### config.mk
export PLATFORM = sky130hd
export DESIGN_NAME = hack_alu_pipe_flat
export DESIGN_NICKNAME = d
export VERILOG_FILES = /design/src/rtl/hack_alu_pipe_if.sv /design/src/rtl/hack_alu_pipe.sv /design/src/flat_wrapper.sv
export SDC_FILE = /design/constraint.sdc
export NUM_CORES = 1
export LEC_CHECK = 0
export CAP_MARGIN = 20
export CORE_MARGIN = 4
export CORE_UTILIZATION = 54
export DETAILED_ROUTE_END_ITERATION = 6
export PLACE_DENSITY = 0.92
export REMOVE_ABC_BUFFERS = 1
export SYNTH_ARGS = -nofsm -noshare
export SYNTH_HDL_FRONTEND = slang
export SYNTH_SLANG_ARGS = --single-unit
### constraint.sdc
create_clock -name clk -period 7.4 [get_ports clk]
set_input_delay 1.48 -clock clk [delete_from_list [all_inputs] [get_ports clk]]
set_output_delay 1.48 -clock clk [all_outputs]
set_load 0.005 [all_outputs]
### src/rtl/hack_alu_pipe_if.sv
// ============================================================================
// Module      : hack_alu_pipe_if
// Description : Input-beat and result handshake bundle for hack_alu_pipe.
// Revision    : 1.0 - initial release
// ============================================================================
`default_nettype none

interface hack_alu_pipe_if #(
   parameter int WIDTH = 16
);
   logic             in_valid;
   logic             in_ready;
   logic [WIDTH-1:0] x;
   logic [WIDTH-1:0] y;
   logic [5:0]       ctrl;
   logic             mul;
   logic             out_valid;
   logic             out_ready;
   logic [WIDTH-1:0] out;
   logic             zr;
   logic             ng;

   modport master (
      output in_valid, x, y, ctrl, mul, out_ready,
      input  in_ready, out_valid, out, zr, ng
   );

   modport slave (
      input  in_valid, x, y, ctrl, mul, out_ready,
      output in_ready, out_valid, out, zr, ng
   );
endinterface

`default_nettype wire

### src/rtl/hack_alu_pipe.sv
// ============================================================================
// Module      : hack_alu_pipe
// Description : Registered Hack ALU with valid/ready in and out. Defining
//               ALU_MUL_EN adds an iterative shift-add multiply (mul=1).
// Revision    : 1.0 - initial release
// ============================================================================
`default_nettype none

module hack_alu_pipe #(
   parameter int WIDTH = 16
) (
   input  logic            clk,
   input  logic            reset,
   hack_alu_pipe_if.slave  bus
);

   typedef enum logic [1:0] {
      S_IDLE = 2'd0,
`ifdef ALU_MUL_EN
      S_MUL  = 2'd2,
`endif
      S_DONE = 2'd1
   } state_t;

   state_t           r_state;
   logic             r_out_valid;
   logic [WIDTH-1:0] r_out;
   logic             r_zr;
   logic             r_ng;

   logic             w_in_ready;
   logic             w_accept;
   logic [WIDTH-1:0] w_x1, w_x2, w_y1, w_y2, w_o, w_alu;

`ifdef ALU_MUL_EN
   localparam int                 c_cnt_w = $clog2(WIDTH);
   localparam logic [c_cnt_w-1:0] c_last  = c_cnt_w'(WIDTH - 1);

   logic [c_cnt_w-1:0] r_cnt;
   logic [WIDTH-1:0]   r_acc;
   logic [WIDTH-1:0]   r_mx;
   logic [WIDTH-1:0]   r_my;
   logic [WIDTH-1:0]   w_acc_next;

   assign w_acc_next = r_acc + (r_my[0] ? r_mx : '0);
`endif

   // DONE passes in_ready straight from out_ready so a draining result makes room
   assign w_in_ready = !reset &&
                       ((r_state == S_IDLE) || ((r_state == S_DONE) && bus.out_ready));
   assign w_accept   = bus.in_valid && w_in_ready;

   assign w_x1  = bus.ctrl[5] ? '0 : bus.x;
   assign w_x2  = bus.ctrl[4] ? ~w_x1 : w_x1;
   assign w_y1  = bus.ctrl[3] ? '0 : bus.y;
   assign w_y2  = bus.ctrl[2] ? ~w_y1 : w_y1;
   assign w_o   = bus.ctrl[1] ? (w_x2 + w_y2) : (w_x2 & w_y2);
   assign w_alu = bus.ctrl[0] ? ~w_o : w_o;

   always_ff @(posedge clk) begin
      if (reset) begin
         r_state     <= S_IDLE;
         r_out_valid <= 1'b0;
         r_out       <= '0;
         r_zr        <= 1'b1;
         r_ng        <= 1'b0;
`ifdef ALU_MUL_EN
         r_cnt       <= '0;
         r_acc       <= '0;
         r_mx        <= '0;
         r_my        <= '0;
`endif
      end else begin
         if ((r_state == S_DONE) && bus.out_ready && !w_accept) begin
            r_state     <= S_IDLE;
            r_out_valid <= 1'b0;
         end

         if (w_accept) begin
`ifdef ALU_MUL_EN
            if (bus.mul) begin
               r_state     <= S_MUL;
               r_out_valid <= 1'b0;
               r_mx        <= bus.x;
               r_my        <= bus.y;
               r_acc       <= '0;
               r_cnt       <= '0;
            end else
`endif
            begin
               r_state     <= S_DONE;
               r_out_valid <= 1'b1;
               r_out       <= w_alu;
               r_zr        <= (w_alu == '0);
               r_ng        <= w_alu[WIDTH-1];
            end
         end

`ifdef ALU_MUL_EN
         // Only the low half is kept, so signed and unsigned operands agree
         if (r_state == S_MUL) begin
            r_acc <= w_acc_next;
            r_mx  <= r_mx << 1;
            r_my  <= r_my >> 1;
            r_cnt <= r_cnt + c_cnt_w'(1);
            if (r_cnt == c_last) begin
               r_state     <= S_DONE;
               r_out_valid <= 1'b1;
               r_out       <= w_acc_next;
               r_zr        <= (w_acc_next == '0);
               r_ng        <= w_acc_next[WIDTH-1];
               r_cnt       <= '0;
            end
         end
`endif
      end
   end

   assign bus.in_ready  = w_in_ready;
   assign bus.out_valid = r_out_valid;
   assign bus.out       = r_out;
   assign bus.zr        = r_zr;
   assign bus.ng        = r_ng;

endmodule

`default_nettype wire

### src/flat_wrapper.sv
// flat-port wrapper written by rule: the top's interface ports become plain ports
module hack_alu_pipe_flat 
#(
   parameter int WIDTH = 16
)
  (clk, reset, bus_in_valid, bus_x, bus_y, bus_ctrl, bus_mul, bus_out_ready, bus_in_ready, bus_out_valid, bus_out, bus_zr, bus_ng);
  hack_alu_pipe_if #(.WIDTH(WIDTH)) bus_i ();
  input  logic clk;
  input  logic reset;
  input wire logic [$bits(bus_i.in_valid)-1:0] bus_in_valid;
  input wire logic [$bits(bus_i.x)-1:0] bus_x;
  input wire logic [$bits(bus_i.y)-1:0] bus_y;
  input wire logic [$bits(bus_i.ctrl)-1:0] bus_ctrl;
  input wire logic [$bits(bus_i.mul)-1:0] bus_mul;
  input wire logic [$bits(bus_i.out_ready)-1:0] bus_out_ready;
  output wire logic [$bits(bus_i.in_ready)-1:0] bus_in_ready;
  output wire logic [$bits(bus_i.out_valid)-1:0] bus_out_valid;
  output wire logic [$bits(bus_i.out)-1:0] bus_out;
  output wire logic [$bits(bus_i.zr)-1:0] bus_zr;
  output wire logic [$bits(bus_i.ng)-1:0] bus_ng;
  assign bus_i.in_valid = bus_in_valid;
  assign bus_i.x = bus_x;
  assign bus_i.y = bus_y;
  assign bus_i.ctrl = bus_ctrl;
  assign bus_i.mul = bus_mul;
  assign bus_i.out_ready = bus_out_ready;
  assign bus_in_ready = bus_i.in_ready;
  assign bus_out_valid = bus_i.out_valid;
  assign bus_out = bus_i.out;
  assign bus_zr = bus_i.zr;
  assign bus_ng = bus_i.ng;
  hack_alu_pipe #(.WIDTH(WIDTH)) u_core (.clk(clk), .reset(reset), .bus(bus_i));
endmodule
## Word-level counts from Yosys, hierarchy flattened

Cells that the tools add are included.

- Logic and storage cells: 30
- Output and inout bits: 20
- Input port bits: 43
- Register bits after elaboration: 20

- $add $sub $neg: 1
- Reduce and logical (&&, ||, !) cells: 10
- Multiplexer cells: 10
- Bitwise logic cells: 4

Operators by type and width:

| cell | count |
|---|---|
| $mux 16 | 6 |
| $not 16->16 | 3 |
| $add 16x16->16 | 1 |
| $and 16x16->16 | 1 |
| $logic_not 16->1 | 1 |
| $logic_and 1x1->1 | 4 |
| $mux 1 | 4 |
| $logic_not 1->1 | 2 |
| $logic_not 2->1 | 1 |
| $reduce_bool 2->1 | 1 |
| $logic_or 1x1->1 | 1 |

## Longest topological paths before layout

Gate-level depths: netlist (run 1).

- Word-level depth: 8
- Mapped depth: 13
- Mapped depth without buffers: 12

## Least setup slack after synthesis (run 1)

OpenSTA, ideal clock, no wires.

- Kind: input to register
- Start: input port bus_ctrl[2]
- End: register u_core.r_zr (netlist: u_core.bus.zr)
- Setup slack: 2.975 ns
- Setup time: 0.126 ns
- Buffers on the path: 2
- Required time: 7.274 ns
- Arrival: 4.299 ns
- Stages on the path: 12
- Cell sequence: clkbuf_1 buf_1 xnor2_1 fa_1 a211oi_2 o21a_2 xnor2_1 mux2_2 and3_1 mux2_2 nand4_1 o31ai_2

- Word-level cells in the longest chain between the ends: 6
- Elaborated cells on any way between the ends: 7
- Those cells by class: add/sub (1); mux (3); bitwise (2); reduce/logical (1)

Ends and longest elaborated chain:

| what | RTL line | source |
|---|---|---|
| from (decl) | flat_wrapper.sv:13 | `input wire logic [$bits(bus_i.ctrl)-1:0] bus_ctrl;` |
| $mux 16 (*) | hack_alu_pipe.sv:56 | `assign w_y2 = bus.ctrl[2] ? ~w_y1 : w_y1;` |
| $add 16x16->16 or $and 16x16->16 (tied branches) | hack_alu_pipe.sv:57 | `assign w_o = bus.ctrl[1] ? (w_x2 + w_y2) : (w_x2 & w_y2);` |
| $mux 16 (*) | hack_alu_pipe.sv:57 |  |
| $not 16->16 | hack_alu_pipe.sv:58 | `assign w_alu = bus.ctrl[0] ? ~w_o : w_o;` |
| $mux 16 (*) | hack_alu_pipe.sv:58 |  |
| $logic_not 16->1 (*) | hack_alu_pipe.sv:94 | `r_zr <= (w_alu == '0);` |
| to (signal assigned) | hack_alu_pipe.sv:94 |  |
| to (decl) | hack_alu_pipe.sv:28 | `logic r_zr;` |

Mark *: on every way between the ends. The rest lies on a longest branch, timed or not.
A chain may end at the register's enable or synchronous reset.

## Final worst setup path (run 1)

Ends and elaborated chain as after synthesis.

==> results_dict.tcl, run 1 <==
set metrics [dict create \
    status "finished, final reports clean" \
    grt_util_met2_pct 34.8 \
    tns_ns 0 \
    ys_types 60 \
    fmax_mhz 207 \
    core_area_sq_um 4410 \
    grt_util_met3_pct 2.60 \
    setup.worst_path.end_class "flip-flop" \
    hold_class "flip-flop to flip-flop" \
    postCtsSetupRepairBufs 0 \
    mostFrequentLayoutCell "clkdlybuf4s50_1" \
    antenna_violating_nets_post_route 0 \
    cts_resized 0 \
    synth-edff-count 0 \
    top_usage_layer "met2" \
    wl_microns 5880 \
    die_height_microns 76.0 \
    hpwlAfterDp_microns 4760 \
    synth_top_flop_cell "dfxtp_1" \
    grtUsageMet1_pct 22.9 \
    crit_type "input port to flip-flop" \
    ioPinCount 63 \
    cts.clk_slew.worst_paths_ns 0.07 \
    yosysSeqAreaShare_pct 14.4 \
    diodes 0 \
    mostFrequentLayoutCells "clkdlybuf4s50_1, xnor2_1, nand2b_1, nor2_1, o21ai_0" \
    async_flop_share_pct 0 \
    drcViolationCount 0 \
    syn2layout_area_growth_pct 25.9 \
    grt_max_degree 34 \
    cpPeakStageDelay_ns 1.06 \
    cts_tree "built" \
    fin_worst_skew_ns 0.000955 \
    cp_slowest_cell "clkdlybuf4s50_1" \
    place_congestion 0.851 \
    cap_violations 0 \
    netlist_instances 324 \
    cts_max_level 1 \
    ir_drop_mv 0.0768 \
    die_w_microns 76.0 \
    grt_pass1_wl_microns 9670 \
    cts-root-buf "clkbuf_8" \
    fin_area_sq_um 3150 \
    worst_pin_slew_ns 0.906 \
    synth_warnings 0 \
    clkLatencyLatePin_ns 0.25 \
    grt.total_usage_pct 19.1 \
    drt_first_pass_iters 4 \
    die-area_sq_um 5780 \
    period_needed_ns 4.83 \
    fin_nets 431 \
    slew_violations 0 \
    numPortBuffers 61 \
    cp-start-kind "input port" \
    post_drt_wl_per_cell_microns 13.9 \
    path_max_fanout 16 \
    hold_buffers 0 \
    crit_arrival_ns 5.00 \
    antenna_found_initial 0 \
    drive_gt1_share_pct 6.22 \
    vias 2451 \
    numCtsBuffers 3 \
    relSlewSlack_pct 39.4 \
    p_total_uw 513 \
    period_share_pct 65.2 \
    rsz0062_at_grt "false" \
    placed_cell_area_sq_um 3090 \
    first_iter_violations 94 \
    synth_area_per_cell_sq_um 7.72 \
    start_util_pct 56.6 \
    rows 24 \
    setup_viol 0 \
    clock-sinks 18 \
    crit_path_cell_trace "clkdlybuf4s50_1 -> xnor2_1 -> ha_1 -> fa_1 -> a21oi_1 -> and4b_1 -> nor3_2 -> nor4_2 -> o2111a_1 -> and4_1 -> nand4_1 -> o31ai_2" \
    grt_pass1_vias 2273 \
    hold_viol_final 0 \
    crit_required_ns 7.57 \
    synth_area_sq_um 2500 \
    power.density_nw_per_um2 163 \
    drt-vias-per-instance 5.81 \
    ys_ff_latch 18 \
    clock_path_buffers 2 \
    gr-total-overflow 0 \
    leakagePower_nw 1.18 \
]
[cell families after synthesis]
kind of cell,count (synthesis),share of synthesized area [%]
buffers and inverters,27,4.85
flip-flops,18,14.4
XOR/XNOR,50,17.5
multiplexers,10,4.25
adder cells (fa/ha/maj),17,8.81
AND/OR/NAND/NOR,131,30.5
AO/OA/AOI/OAI,71,19.6
[synthesized netlist by cell type (3+ instances only)]
| cell | number | area share (%) |
|---|---|---|
| inv_1 | 5 | 0.75 |
| clkbuf_1 | 9 | 1.4 |
| nand4_1 | 5 | 1.3 |
| buf_4 | 3 | 0.90 |
| nand2_1 | 17 | 2.6 |
| and4_1 | 3 | 1.1 |
| o21ai_1 | 6 | 1.2 |
| o211ai_1 | 3 | 0.90 |
| nor3_1 | 9 | 1.8 |
| o2111ai_1 | 3 | 1.1 |
| xnor2_1 | 42 | 15 |
| buf_2 | 7 | 1.4 |
| nor2_1 | 19 | 2.9 |
| nand3_1 | 9 | 1.8 |
| mux2i_1 | 5 | 2.0 |
| nand2b_1 | 33 | 8.3 |
| nor2b_1 | 3 | 0.75 |
| a21oi_1 | 10 | 2.0 |
| ha_1 | 16 | 8.0 |
| o21ai_0 | 19 | 3.8 |
| dfxtp_1 | 18 | 14 |
| nand3b_1 | 16 | 4.8 |
| mux2_2 | 4 | 1.8 |
| xor2_1 | 8 | 2.8 |
| and3_1 | 5 | 1.3 |
[path summary, 6_finish.rpt]
check,endpoint,from,cells after the start,slack (ns)
min,u_core.bus.out[3]$_SDFFE_PP0P_,u_core.bus.out[3]$_SDFFE_PP0P_,2,0.48
max reg2reg,u_core.bus.out[15]$_SDFFE_PP0P_,u_core.bus.out_valid$_SDFFE_PP0P_,4,5.60
max,u_core.bus.zr$_SDFFE_PP1P_,bus_ctrl[2],12,2.57
min reg2reg,u_core.bus.out[3]$_SDFFE_PP0P_,u_core.bus.out[3]$_SDFFE_PP0P_,2,0.48
[stage by stage]
step	worst slack [ns]	hold slack [ns]	utilization, %	cells
2_1_floorplan	3.52	0.466	-	303
3_3_place_gp	2.37	0.457	70.0	418
3_5_place_dp	2.26	0.474	70.0	418
4_1_cts	2.53	0.485	71.3	422
5_1_grt	2.31	0.519	71.3	422
6_report	2.57	0.482	71.3	422
[power by group]
group	leakage, nW	internal (mW)	switching, mW
Sequential	0.149	0.111	0.00726
Clock	0.0288	0.0473	0.0317
Combinational	1.01	0.154	0.161
[cell type report]
type / count / area, sq um
repair buffers: 63 / 626
flip-flops and latches: 18 / 360
clock buffers: 4 / 55.1
inverters: 6 / 22.5
well taps: 52 / 65.1
multi-input cells: 279 / 2020
fillers: 373 / 1270
[flip-flops by register name, indices dropped and copies added, names as in the netlist]
signal                flops
u_core.bus.out_valid      1
u_core.bus.out           16
u_core.bus.zr             1
[critical path: cells and delay by family]
kind            cells  cell delay, ns
compound gates      3            0.65
fa+ha+maj           2            0.74
xor+xnor            1            0.17
buf+inv             1            1.06
simple gates        5            0.87
[per-layer routing]
| layer | vias up | wire length, microns |
|---|---|---|
| met2 | 80 | 2870 |
| met4 | 0 | 77 |
| met3 | 9 | 364 |
| met1 | 1110 | 2570 |
| li1 | 1252 | - |
| met5 | - | 0 |
(Power assumes the default switching activity.)
==> inputs of run 2 (changes only) <==
- CORE_UTILIZATION: 54 -> 51
- PLACE_DENSITY: 0.92 -> 0.88
- clock period: 7.4 -> 4.9 ns (I/O delays scaled with it)
==> results_dict.tcl, run 2 (synthesized netlist as in run 1, its figures left out) <==
set metrics [dict create \
    status "finished, final reports clean" \
    fmax_mhz 244 \
    rows 25 \
    cpPeakStageDelay_ns 0.63 \
    worst_pin_slew_ns 0.846 \
    cp_slowest_cell "clkdlybuf4s50_1" \
    numPortBuffers 61 \
    fin_nets 434 \
    crit_path_cell_trace "clkdlybuf4s50_1 -> nand2b_1 -> xnor2_1 -> ha_1 -> fa_1 -> a211oi_2 -> o21a_2 -> xnor2_1 -> mux2_2 -> and3_1 -> mux2_2 -> nand4_1 -> o31ai_2" \
    diodes 0 \
    cap_violations 0 \
    place_congestion 0.842 \
    rsz0062_at_grt "false" \
    die_height_microns 78.0 \
    cts_tree "built" \
    grt_pass1_wl_microns 10100 \
    critical-path-top-delay-family "adder cells" \
    core_area_sq_um 4720 \
    leakagePower_nw 1.19 \
    ioPinCount 63 \
    placed_cell_area_sq_um 3130 \
    cp_num_buf_inv 1 \
    fin_worst_skew_ns 0.00285 \
    antenna_violating_nets_post_route 0 \
    hold_class "flip-flop to flip-flop" \
    cts.clk_slew.worst_paths_ns 0.06 \
    vias 2475 \
    hold_buffers 0 \
    wl_microns 5750 \
    syn2layout_area_growth_pct 27.0 \
    drive_gt1_share_pct 6.72 \
    clkLatencyLatePin_ns 0.25 \
    holdWs_ns 0.479 \
    first_iter_violations 137 \
    mostFrequentLayoutCell "clkdlybuf4s50_1" \
    ir_drop_mv 0.0910 \
    relSlewSlack_pct 43.5 \
    grt_util_met2_pct 35.2 \
    hold_viol_final 0 \
    post_drt_wl_per_cell_microns 13.1 \
    cts-root-buf "clkbuf_8" \
    antenna_found_initial 0 \
    fillers 413 \
    drt_first_pass_iters 5 \
    postCtsSetupRepairBufs 0 \
    period_share_pct 83.6 \
    gr-total-overflow 0 \
    crit_type "input port to flip-flop" \
    clock-sinks 18 \
    drt-vias-per-instance 5.64 \
    numCtsBuffers 3 \
    largest_reg_flops 16 \
    hpwlAfterDp_microns 4790 \
    cts_resized 0 \
    slew_violations 0 \
    tns_ns 0 \
    crit_arrival_ns 4.23 \
    period_needed_ns 4.10 \
    setup_viol 0 \
    grt_pass1_vias 2336 \
    grt_util_met3_pct 1.15 \
    cp-start-kind "input port" \
    setup.worst_path.end_class "flip-flop" \
    path_max_fanout 16 \
    power.density_nw_per_um2 237 \
    grt_max_degree 33 \
    top_usage_layer "met2" \
    die-area_sq_um 6090 \
    cts_max_level 1 \
    die_w_microns 78.0 \
    final_core_util_pct 67.2 \
    grt.total_usage_pct 19.1 \
    clock_path_buffers 2 \
    crit_required_ns 5.03 \
    start_util_pct 52.9 \
    grtUsageMet1_pct 24.5 \
    fin_area_sq_um 3170 \
    drcViolationCount 0 \
    mostFrequentLayoutCells "clkdlybuf4s50_1, xnor2_1, nand2b_1, nor2_1, o21ai_0" \
]
## run 2: cell types whose count changed in the layout (fill, tap and decap cells not counted)
cell / before / now
buf_4: 2 / 5
clkbuf_8: 4 / 3
## run 2: area by class of cell
type	instances	area, sq um	share of cell area [%]
Clock buffer	3	41.3	1.30
Inverter	6	22.5	0.710
Multi-Input combinational cell	279	2020	63.6
Sequential cell	18	360	11.4
Tap cell	67	83.8	2.64
Timing Repair Buffer	66	648	20.4
## run 2: path summary, 6_finish.rpt
path                                          start                         endpoint  slack (ns)  cells after the start
setup / recovery                        bus_ctrl[3]       u_core.bus.zr$_SDFFE_PP1P_        0.80                     13
hold / removal      u_core.bus.out[11]$_SDFFE_PP0P_  u_core.bus.out[11]$_SDFFE_PP0P_        0.48                      2
setup reg to reg  u_core.bus.out_valid$_SDFFE_PP0P_  u_core.bus.out[15]$_SDFFE_PP0P_        3.12                      4
hold reg to reg     u_core.bus.out[11]$_SDFFE_PP0P_  u_core.bus.out[11]$_SDFFE_PP0P_        0.48                      2
## run 2: where the power goes
group | internal (mW) | total [mW] | switching, mW
sequential | 0.168 | 0.180 | 0.0112
combinational | 0.234 | 0.474 | 0.241
clock | 0.0545 | 0.0979 | 0.0435
## run 2: stage by stage
| step | std cells | power (mW) | setup slack (ns) |
|---|---|---|---|
| global placement | 436 | 0.640 | 0.587 |
| global route | 439 | 0.815 | 0.472 |
| floorplan | 303 | 0.493 | 1.52 |
| detailed placement | 436 | 0.655 | 0.518 |
| finish | 439 | 0.752 | 0.805 |
| CTS | 439 | 0.755 | 0.775 |
## run 2: worst min-delay path, cell delays in order, from the launching register on
cell and delay [ns]:
dfxtp_1 0.31, nand3b_1 0.07, o21ai_1 0.05
## run 2: per-layer routing
metal / vias to the layer above / routed length [microns]
li1: 1268 / -
met1: 1139 / 2590
met2: 64 / 2850
met3: 4 / 293
met4: 0 / 27
met5: - / 0
==> inputs of run 3 (changes only) <==
- clock period: 4.9 -> 4 ns (I/O delays scaled with it)
==> results_dict.tcl, run 3 (synthesized netlist as in run 1, its figures left out) <==
set metrics [dict create \
    hold_buffers 0 \
    largest_reg_flops 16 \
    drt_first_pass_iters 4 \
    cts_tree "built" \
    wl_microns 6170 \
    rsz0062_at_grt "false" \
    mostFrequentLayoutCell "clkdlybuf4s50_1" \
    fin_worst_skew_ns 0.00201 \
    drive_gt1_share_pct 8.92 \
    layout.area.seq_sq_um 360 \
    place_congestion 0.864 \
    grt_max_degree 33 \
    clock-sinks 18 \
    crit_start "bus_ctrl[3]" \
    r2r-start "u_core.bus.out_valid$_SDFFE_PP0P_" \
    period_needed_ns 3.76 \
    gr-total-overflow 0 \
    holdWs_ns 0.485 \
    slew_violations 0 \
    cap_violations 0 \
    mostFrequentLayoutCells "clkdlybuf4s50_1, xnor2_1, nand2b_1, nor2_1, o21ai_0" \
    fillers 390 \
    status "finished, final reports clean" \
    hpwlAfterDp_microns 4990 \
    grt.total_usage_pct 19.3 \
    die_w_microns 78.0 \
    clkLatencyLatePin_ns 0.25 \
    antenna_violating_nets_post_route 0 \
    vias 2575 \
    postCtsSetupRepairBufs 0 \
    post_drt_wl_per_cell_microns 13.8 \
    syn2layout_area_growth_pct 30.4 \
    cpPeakStageDelay_ns 0.54 \
    hold_class "flip-flop to flip-flop" \
    antenna_found_initial 0 \
    worst_pin_slew_ns 0.878 \
    rows 25 \
    critical-path-top-delay-family "simple AND/OR/NAND/NOR gates" \
    numCtsBuffers 3 \
    cts.clk_slew.worst_paths_ns 0.07 \
    drt-vias-per-instance 5.75 \
    grt_pass1_wl_microns 9780 \
    grt_pass1_vias 2211 \
    cts_max_level 1 \
    ir_drop_mv 0.142 \
    drcViolationCount 0 \
    power.density_nw_per_um2 298 \
    first_iter_violations 133 \
    ioPinCount 63 \
    hold_viol_final 0 \
    cts_resized 0 \
    clock_path_buffers 2 \
    path_max_fanout 10 \
    cp-start-kind "input port" \
    cts-root-buf "clkbuf_8" \
    period_share_pct 94.0 \
    cp_num_buf_inv 1 \
    fmax_mhz 266 \
    crit_arrival_ns 3.93 \
    cp-endpoint "u_core.bus.zr$_SDFFE_PP1P_" \
    relSlewSlack_pct 41.3 \
    crit_required_ns 4.17 \
    die_height_microns 78.0 \
    p_total_uw 972 \
    setup_viol 0 \
    r2r_slack_ns 2.15 \
    leakagePower_nw 1.24 \
    reg2reg_to "u_core.bus.out[15]$_SDFFE_PP0P_" \
    die-area_sq_um 6090 \
    fin_nets 442 \
    cp_num_cells 13 \
    numPortBuffers 61 \
    setup.worst_path.end_class "flip-flop" \
    core_area_sq_um 4720 \
    multi_input_area_sq_um 2020 \
    diodes 0 \
    cp_slowest_cell "clkdlybuf4s50_1" \
    crit_type "input port to flip-flop" \
    r2r_cells 4 \
    start_util_pct 52.9 \
    crit_path_cell_trace "clkdlybuf4s50_1 -> nand2b_1 -> xnor2_1 -> ha_1 -> fa_1 -> a21oi_1 -> and4b_1 -> nor3_2 -> nor4_2 -> o2111a_1 -> and4_1 -> nand4_1 -> o31ai_2" \
]
run 3: how the worst min path moves through the flow:
stage | start | endpoint | cells after the start
3_5_place_dp | u_core.bus.out[4]$_SDFFE_PP0P_ | u_core.bus.out[4]$_SDFFE_PP0P_ | 2
5_1_grt | u_core.bus.out[2]$_SDFFE_PP0P_ | u_core.bus.out[2]$_SDFFE_PP0P_ | 1
4_1_cts | u_core.bus.out[4]$_SDFFE_PP0P_ | u_core.bus.out[4]$_SDFFE_PP0P_ | 2
3_3_place_gp | u_core.bus.out[4]$_SDFFE_PP0P_ | u_core.bus.out[4]$_SDFFE_PP0P_ | 2
2_1_floorplan | u_core.bus.out[3]$_SDFFE_PP0P_ | u_core.bus.out[3]$_SDFFE_PP0P_ | 2
6_report | u_core.bus.out[4]$_SDFFE_PP0P_ | u_core.bus.out[4]$_SDFFE_PP0P_ | 2
run 3: tightest hold or removal path: stages, from the launching register on:
cell and delay [ns]:
dfxtp_1 0.31, nand3_1 0.06, o21ai_0 0.06
run 3: final cells by class:
class                           count  share of cell area, %
Multi-Input combinational cell    279                   61.9
Timing Repair Buffer               74                   22.1
Sequential cell                    18                   11.1
Tap cell                           67                   2.57
Clock buffer                        4                   1.69
Inverter                            6                  0.691
run 3: report_power, final:
group	switching (mW)	leakage [nW]	total (mW)	internal, mW
combinational	0.305	1.06	0.606	0.301
sequential	0.0131	0.149	0.219	0.206
clock	0.0587	0.0288	0.146	0.0875
total	0.376	1.24	0.972	0.595
run 3: metrics by stage:
step           cells  worst slack [ns]  setup TNS, ns  util, %  cell area, sq um
6_report         448             0.241              0     69.0              3260
5_1_grt          448            0.0189              0     69.0              3260
4_1_cts          448             0.217              0     69.0              3260
3_5_place_dp     444           -0.0483        -0.0483     67.9              3210
3_3_place_gp     444            0.0322              0     67.9              3210
2_1_floorplan    303             0.804              0        -              2400
run 3: layer usage:
metal  share of wire [%]  global-route usage [%]  routed length, microns  vias to the layer above
met5                   0                       0                       0                        -
met4                 2.1                    6.64                     129                        0
met3                 6.1                    1.72                     377                        9
met2                  49                    35.7                    3020                       92
met1                  43                    23.2                    2640                     1194
li1                    -                       -                       -                     1280
